File: config.mk
export PLATFORM = sky130hd
export DESIGN_NAME = hazard_scoreboard_r0_flat
export DESIGN_NICKNAME = d
export VERILOG_FILES = /design/src/rtl/hazard_scoreboard_r0_if.sv /design/src/rtl/hazard_scoreboard_r0.sv /design/src/flat_wrapper.sv
export SDC_FILE = /design/constraint.sdc
export NUM_CORES = 1
export LEC_CHECK = 0
export BUFFER_PORTS_ARGS = -buffer_cell sky130_fd_sc_hd__buf_4
export CAP_MARGIN = 40
export CORE_AREA = 3 3 138 100
export CTS_BUF_LIST = sky130_fd_sc_hd__clkbuf_4
export DETAILED_ROUTE_END_ITERATION = 7
export DIE_AREA = 0 0 141 103
export HOLD_SLACK_MARGIN = 0.15
export PLACE_DENSITY = 0.74
export REMOVE_ABC_BUFFERS = 1
export SYNTH_ARGS = -nofsm -noshare
export SYNTH_HDL_FRONTEND = slang
export SYNTH_SLANG_ARGS = --single-unit
File: constraint.sdc
create_clock -name clk -period 5.5 [get_ports clk]
set_input_delay 1.65 -clock clk [delete_from_list [all_inputs] [get_ports clk]]
set_output_delay 1.65 -clock clk [all_outputs]
set_load 0.02 [all_outputs]
File: src/rtl/hazard_scoreboard_r0_if.sv
// hazard_scoreboard_r0_if: ID/WB register-write requests into the scoreboard and its status back out.
interface hazard_scoreboard_r0_if #(
    parameter int REG_ADDR_WIDTH = 5,
    parameter int PERF_WIDTH = 16
);
    logic id_valid;
    logic [REG_ADDR_WIDTH-1:0] id_rs;
    logic [REG_ADDR_WIDTH-1:0] id_rt;
    logic id_useRs;
    logic id_useRt;
    logic id_writeReg;
    logic id_longLat;
    logic [REG_ADDR_WIDTH-1:0] id_regToWrite;
    logic id_flush;
    logic wb_writeReg;
    logic wb_longLat;
    logic [REG_ADDR_WIDTH-1:0] wb_regToWrite;
    logic stall;
    logic pending_any;
    logic [PERF_WIDTH-1:0] stall_cycles;
    logic underflow_err;
    modport master (
        output id_valid, id_rs, id_rt, id_useRs, id_useRt, id_writeReg, id_longLat,
               id_regToWrite, id_flush, wb_writeReg, wb_longLat, wb_regToWrite,
        input  stall, pending_any, stall_cycles, underflow_err
    );
    modport slave (
        input  id_valid, id_rs, id_rt, id_useRs, id_useRt, id_writeReg, id_longLat,
               id_regToWrite, id_flush, wb_writeReg, wb_longLat, wb_regToWrite,
        output stall, pending_any, stall_cycles, underflow_err
    );
endinterface

File: src/rtl/hazard_scoreboard_r0.sv
// hazard_scoreboard_r0: counts in-flight long-latency writes per register and stalls ID on unforwardable hazards.
module hazard_scoreboard_r0 #(
    parameter int REG_ADDR_WIDTH = 5,
    parameter int CNT_WIDTH = 2,
    parameter int PERF_WIDTH = 16
) (
    input logic clk,
    input logic rst,
    hazard_scoreboard_r0_if.slave bus
);
    localparam int NUM_REGS = 2**REG_ADDR_WIDTH;
    localparam logic [CNT_WIDTH-1:0] CNT_MAX = '1;
    localparam logic [CNT_WIDTH-1:0] CNT_ONE = CNT_WIDTH'(1);
    logic [CNT_WIDTH-1:0] cnt [NUM_REGS];
    logic [CNT_WIDTH-1:0] cnt_nxt [NUM_REGS];
    logic [PERF_WIDTH-1:0] stall_cycles;
    logic pending_any, underflow_err;
    logic retire, dest_write, rs_hazard, rt_hazard, dest_full, stall, issue, same, underflow, pend_nxt;
    logic [REG_ADDR_WIDTH-1:0] rd, wb;
    assign rd = bus.id_regToWrite;
    assign wb = bus.wb_regToWrite;
    assign retire = bus.wb_writeReg & bus.wb_longLat & (wb != '0);
    assign dest_write = bus.id_writeReg & bus.id_longLat & (rd != '0);
    // A final retire in the same cycle is covered by register-file write-through and WB forwarding.
    assign rs_hazard = (bus.id_rs != '0) & (cnt[bus.id_rs] != '0) &
                       !(retire & (wb == bus.id_rs) & (cnt[bus.id_rs] == CNT_ONE));
    assign rt_hazard = (bus.id_rt != '0) & (cnt[bus.id_rt] != '0) &
                       !(retire & (wb == bus.id_rt) & (cnt[bus.id_rt] == CNT_ONE));
    assign dest_full = dest_write & (cnt[rd] == CNT_MAX) & !(retire & (wb == rd));
    assign stall = bus.id_valid & !bus.id_flush &
                   ((bus.id_useRs & rs_hazard) | (bus.id_useRt & rt_hazard) | dest_full);
    assign issue = bus.id_valid & !bus.id_flush & !stall & dest_write;
    assign same = issue & retire & (rd == wb);
    assign underflow = retire & !same & (cnt[wb] == '0);
    always_comb begin
        cnt_nxt = cnt;
        pend_nxt = 1'b0;
        if (issue & !same) cnt_nxt[rd] = cnt[rd] + CNT_ONE;
        if (retire & !same) cnt_nxt[wb] = underflow ? '0 : cnt[wb] - CNT_ONE;
        cnt_nxt[0] = '0;
        for (int i = 1; i < NUM_REGS; i++) pend_nxt = pend_nxt | (cnt_nxt[i] != '0);
    end
    always_ff @(posedge clk or negedge rst) begin
        if (!rst) begin
            cnt <= '{default: '0};
            pending_any <= 1'b0;
            stall_cycles <= '0;
            underflow_err <= 1'b0;
        end else begin
            cnt <= cnt_nxt;
            pending_any <= pend_nxt;
            stall_cycles <= (stall & ~&stall_cycles) ? stall_cycles + PERF_WIDTH'(1) : stall_cycles;
            underflow_err <= underflow_err | underflow;
        end
    end
    assign bus.stall = stall;
    assign bus.pending_any = pending_any;
    assign bus.stall_cycles = stall_cycles;
    assign bus.underflow_err = underflow_err;
endmodule

File: src/flat_wrapper.sv
// flat-port wrapper written by rule: the top's interface ports become plain ports
module hazard_scoreboard_r0_flat 
#(
    parameter int REG_ADDR_WIDTH = 5,
    parameter int CNT_WIDTH = 2,
    parameter int PERF_WIDTH = 16
)
  (clk, rst, bus_id_valid, bus_id_rs, bus_id_rt, bus_id_useRs, bus_id_useRt, bus_id_writeReg, bus_id_longLat, bus_id_regToWrite, bus_id_flush, bus_wb_writeReg, bus_wb_longLat, bus_wb_regToWrite, bus_stall, bus_pending_any, bus_stall_cycles, bus_underflow_err);
  hazard_scoreboard_r0_if #(.REG_ADDR_WIDTH(REG_ADDR_WIDTH), .PERF_WIDTH(PERF_WIDTH)) bus_i ();
  input logic clk;
  input logic rst;
  input wire logic [$bits(bus_i.id_valid)-1:0] bus_id_valid;
  input wire logic [$bits(bus_i.id_rs)-1:0] bus_id_rs;
  input wire logic [$bits(bus_i.id_rt)-1:0] bus_id_rt;
  input wire logic [$bits(bus_i.id_useRs)-1:0] bus_id_useRs;
  input wire logic [$bits(bus_i.id_useRt)-1:0] bus_id_useRt;
  input wire logic [$bits(bus_i.id_writeReg)-1:0] bus_id_writeReg;
  input wire logic [$bits(bus_i.id_longLat)-1:0] bus_id_longLat;
  input wire logic [$bits(bus_i.id_regToWrite)-1:0] bus_id_regToWrite;
  input wire logic [$bits(bus_i.id_flush)-1:0] bus_id_flush;
  input wire logic [$bits(bus_i.wb_writeReg)-1:0] bus_wb_writeReg;
  input wire logic [$bits(bus_i.wb_longLat)-1:0] bus_wb_longLat;
  input wire logic [$bits(bus_i.wb_regToWrite)-1:0] bus_wb_regToWrite;
  output wire logic [$bits(bus_i.stall)-1:0] bus_stall;
  output wire logic [$bits(bus_i.pending_any)-1:0] bus_pending_any;
  output wire logic [$bits(bus_i.stall_cycles)-1:0] bus_stall_cycles;
  output wire logic [$bits(bus_i.underflow_err)-1:0] bus_underflow_err;
  assign bus_i.id_valid = bus_id_valid;
  assign bus_i.id_rs = bus_id_rs;
  assign bus_i.id_rt = bus_id_rt;
  assign bus_i.id_useRs = bus_id_useRs;
  assign bus_i.id_useRt = bus_id_useRt;
  assign bus_i.id_writeReg = bus_id_writeReg;
  assign bus_i.id_longLat = bus_id_longLat;
  assign bus_i.id_regToWrite = bus_id_regToWrite;
  assign bus_i.id_flush = bus_id_flush;
  assign bus_i.wb_writeReg = bus_wb_writeReg;
  assign bus_i.wb_longLat = bus_wb_longLat;
  assign bus_i.wb_regToWrite = bus_wb_regToWrite;
  assign bus_stall = bus_i.stall;
  assign bus_pending_any = bus_i.pending_any;
  assign bus_stall_cycles = bus_i.stall_cycles;
  assign bus_underflow_err = bus_i.underflow_err;
  hazard_scoreboard_r0 #(.REG_ADDR_WIDTH(REG_ADDR_WIDTH), .CNT_WIDTH(CNT_WIDTH), .PERF_WIDTH(PERF_WIDTH)) u_core (.clk(clk), .rst(rst), .bus(bus_i));
endmodule
# == Word level (Yosys, flattened, before mapping) ==
# Cells that the tools add are included.
# totals
ff_bits,80
latchBits,0
ram_bits,0
rom_bits,0
inputBits,30
output_inout_bits,19
elab_cells,183
mem_count,0
# classes
add_sub_neg,3
mul,0
n_div,0
n_lt_le_gt_ge,6
eq_ne,7
n_shift,0
muxes,21
bitwise,64
n_reduce_logical,48
# op_table
op,n
bitwise mux 64 bit,2
nonzero test 2 bit,33
two-way mux 64 bit,1
two-way mux 62 bit,1
binary-select mux 2 bit (select 5 bit),4
bitwise OR 1 bit,33
bitwise AND 1 bit,27
greater-or-equal comparator 6 bit (second input constant),4
NOT 5 -> 6 bit,4
two-way mux 2 bit,11
demux 2 bit (select 5 bit),2
equality test 5 bit,4
nonzero test 5 bit,4
adder 16 x 1 -> 16 bit (second input constant),1
AND reduction 16 bit,1
< comparator 6 x 1 -> 1 bit (second input constant),2
zero test 1 bit,7
equality test 2 x 1 -> 1 bit (second input constant),2
adder 2 x 1 -> 2 bit (second input constant),1
equality test 2 bit (second input constant),1
logical AND 1 bit,2
zero test 2 bit,1
subtractor 2 x 1 -> 2 bit (second input constant),1

# == Longest topological paths before layout ==
# logic_depth
depth_word,54
depth_mapped,20
mapped_depth_nobuf,15

# == Worst setup path before layout ==
# Ideal clock, no wire load.
# synth_path
kind,input port to flip-flop
start,input bus_id_regToWrite[0]
end,register u_core.pending_any (netlist: u_core.bus.pending_any)
setup_time_ns,0.139
t_arrival_ns,6.781
required_ns,5.361
slack_ns,-1.420
path_stages,16
path_buffers,3
path_cell_list,buf_1 -> mux4_2 -> a22oi_1 -> and4_1 -> clkbuf_1 -> clkbuf_1 -> inv_1 -> ha_1 -> a311oi_1 -> nand2_1 -> nor4b_1 -> mux2i_1 -> mux2i_1 -> or4_1 -> or4_1 -> or4_1
# synth_lines
element,line,text
start: declaration,flat_wrapper.sv:19,input wire logic [$bits(bus_i.id_regToWrite)-1:0] bus_id_regToWrite;
end signal: assignment,hazard_scoreboard_r0.sv:51,pending_any <= pend_nxt;
end: declaration,hazard_scoreboard_r0.sv:17,"logic pending_any, underflow_err;"

==> results.toml <==
[clocking]
cts_hold_buffers = 0
cts.sinks = 80
clock_latency_ps = 490
clk_pin_slew_ps = 180
numCtsBuffers = 9
cts_tree = "done"
cts.path.max_buffers = 2
root_buffer = "clkbuf_4"
htreeDepth = 3

[critical_path]
r2r_start = "u_core.cnt[60]$_DFF_PN0_"
reg2reg_to = "u_core.bus.pending_any$_DFF_PN0_"
critPathCaptureType = "register"
worst_setup_path_start_kind = "input pin"
worstPathRequired_ps = 5870
rr_worst_depth = 16
cp.arrival_ps = 5850
r2r_setup_slack_ps = 770
path_class = "in -> reg"
worstPathMaxFanout = 12

[timing]
slew_viol_final = 0
setup_viol = 0
min_period_ps = 5480
fin_skew_ps = 39.7
max_clock_freq_ghz = 0.182
finalHoldViolCount = 0
fin_crit_sh_pct = 99.6
rsz0062_at_grt = "yes"
relSlewSlack_pct = 52.4
tightest_slew_ps = 704

[global_routing]
grt_max_degree = 44
grt_pass1_wl_um = 42200
antenna_found_initial = 1
gr-usage-all-layers_pct = 39.1
grt_pass1_vias = 6961
overflow = 0

[yosys]
syn_inst = 667
synth-edff-count = 0
synthFlopType = "dfrtp_1"
syn-cell-area_um2 = 6890
synth-async-reset-ratio_pct = 100
synth-seq-cells = 80
synth_cell_types = 56
ys_warn_count = 0
syn_avg_cell_area_um2 = 10.3
synth-seq-area-share_pct = 29.0

[placement]
hpwlAfterDp_um = 22200
port_buffers = 48
place_congestion = 1.09
place_area_um2 = 8480

[power_and_ir_drop]
power-per-cell-area_nw_per_um2 = 233
peakVddDrop_v = 0.000222
internal-power_mw = 1.19
seqPwrFrac_pct = 40.4
power.switching_uw = 855
leakage_nw = 4.17
total_power_mw = 2.04
pwr-share-clk_pct = 19.8
p_comb_share_pct = 39.8
netSwitchingFraction_pct = 41.8

[die]
die_y_um = 103
start_util_pct = 55.3
rows = 34
die_w_um = 141
core_area_um2 = 12500
io_pins = 49
dieArea_um2 = 14500

[final_layout]
final_area_um2 = 8760
area_delta_synth_final_pct = 27.1
fin_nets = 869
drive_gt1_share_pct = 36.5

[routing]
vias = 7172
drt-vias-per-instance = 7.14
routed.top_layer = "met4"
wl_met1_um = 11700
route.met2.wl_um = 11500
routedWlPerCell_um = 28.4
wl_met3_um = 4390
drc = 0
dr.pass1.iters = 7
drt_iter0_drc = 964
antenna_left = 0
routed_wl_um = 28500

[min_path]
hold_path.class = "reg -> reg"
hold-path-cell-count = 1
hold_end = "u_core.bus.underflow_err$_DFF_PN0_"
hold_path_startpoint = "u_core.bus.underflow_err$_DFF_PN0_"

[outcome]
outcome = "finished, final reports clean"

[job]
drv_cap = 0
[layer usage]
layer	vias up	global-route usage (%)
met2	605	56.1
li1	2925	-
met5	-	0
met4	0	11.7
met3	104	13.0
met1	3538	56.6
[metrics by stage]
stage / worst slack (ps) / hold slack (ps) / TNS, ps / instances / utilization [%]
2_1_floorplan: -941 / 565 / -941 / 612 / -
3_3_place_gp: -599 / 443 / -599 / 984 / 67.9
3_5_place_dp: -676 / 455 / -676 / 985 / 68.0
4_1_cts: 9.75 / 490 / 0 / 1002 / 69.6
5_1_grt: -69.1 / 502 / -69.1 / 1005 / 70.3
6_report: 20.1 / 493 / 0 / 1005 / 70.3
[placed cells by master, fill, tap and decap left out, types with 3 or more instances in the layout]
master and n:
a22oi_1 17, and3_1 15, a22o_1 6, nor2b_1 11
nand2b_1 4, mux4_2 40, inv_6 3, nand3b_1 3
inv_1 5, xor2_1 16, nand3_1 38, nand4_1 25
dfrtp_1 80, and3b_1 3, buf_12 5, nor3_2 3
nand2_1 33, nor3_1 9, mux2i_1 152, a21oi_1 12
nor4_2 3, or3_1 4, mux2_2 10, xnor2_1 13
and4_1 4, a22oi_2 4, nor4_1 18, a221oi_1 5
nor2_1 23, nor3b_1 4, and2_1 7, o21ai_0 4
buf_4 207, clkbuf_4 9
[cell type report]
class / count / area, um2
antenna: 1 / 2.50
clock inverter: 7 / 82.6
inverter: 5 / 18.8
tap: 162 / 203
timing repair buffer: 214 / 1680
sequential: 80 / 2000
multi-input combinational: 527 / 4710
clock buffer: 9 / 67.6
fill: 946 / 3710
[power groups by stage]
stage          combinational, mW  clock, mW  sequential [mW]
2_1_floorplan              0.383          0            0.755
6_report                   0.813      0.404            0.826
3_5_place_dp               0.763          0            0.818
4_1_cts                    0.773      0.400            0.806
3_3_place_gp               0.742          0            0.812
5_1_grt                    0.854      0.423            0.823
[worst max path at each step]
stage                          from                          endpoint  cells past startpoint
5_1_grt        bus_id_regToWrite[0]  u_core.bus.pending_any$_DFF_PN0_                     16
3_5_place_dp   bus_id_regToWrite[0]  u_core.bus.pending_any$_DFF_PN0_                     16
2_1_floorplan  bus_id_regToWrite[1]  u_core.bus.pending_any$_DFF_PN0_                     14
3_3_place_gp   bus_id_regToWrite[0]  u_core.bus.pending_any$_DFF_PN0_                     16
4_1_cts        bus_id_regToWrite[1]  u_core.bus.pending_any$_DFF_PN0_                     19
6_report       bus_id_regToWrite[0]  u_core.bus.pending_any$_DFF_PN0_                     16
[worst max-delay path, stage by stage]
cell and delay (ps):
buf_12 130, buf_6 140, mux4_2 500, a22oi_1 240, nand4_1 150, ha_2 210, a311oi_2 250, buf_4 170
buf_4 110, nand4_1 110, nor3_2 270, mux2i_1 210, mux2i_1 110, or4_4 560, or4_4 550, or4_1 510
[flip-flops by register name (all words and copies together), names as in the netlist]
| register | cells |
|---|---|
| u_core.bus.stall_cycles | 16 |
| u_core.bus.pending_any | 1 |
| u_core.cnt | 62 |
| u_core.bus.underflow_err | 1 |
[synthesized netlist by cell type (3+ instances only)]
library cell  count  area [um2]
a31oi_1           3        18.8
nand3_1          38         190
xnor2_1          13         114
xor2_1           16         140
a22oi_1          21         158
and3_1           15        93.8
nor3b_1           4        30.0
or4_1             4        30.0
nor2b_1          11        68.8
mux2_2           10         113
buf_1             9        33.8
o21ai_0           4        20.0
nand2b_1          4        25.0
and2_1            7        43.8
buf_2            18        90.1
a221oi_1          5        43.8
clkbuf_1         25        93.8
nor2_1           24        90.1
inv_1             5        18.8
or3_1             4        25.0
and4_1            4        35.0
nand2_1          34         128
dfrtp_1          80        2000
nand3b_1          3        22.5
nand4_1          25         156
nor3_1           10        50.1
nor4_1           21         131
and3b_1           3        26.3
mux4_2           40         901
a22o_1            6        52.6
mux2i_1         153        1530
a21oi_1          12        60.1
nor4b_1           3        26.3
[timing repair]
item / in CTS / in global routing
pin swaps: 1 / 8
buffers inserted: 1 / 2
gates resized for setup: 8 / 14
endpoints found under the setup margin: 1 / 2
hold endpoints to repair: 0 / 0
[logic make-up (layout without fill, tap and decap cells)]
family | count (synthesis) | count (layout) | synth area share (%)
other cells | 0 | 1 | 0
simple gates | 224 | 224 | 18.2
buf+inv | 60 | 235 | 3.87
flops | 80 | 80 | 29.0
mux | 205 | 205 | 37.7
xor+xnor | 29 | 29 | 3.68
compound gates | 67 | 67 | 7.15
fa+ha+maj | 2 | 2 | 0.363
Power figures use the tool's default switching activity.
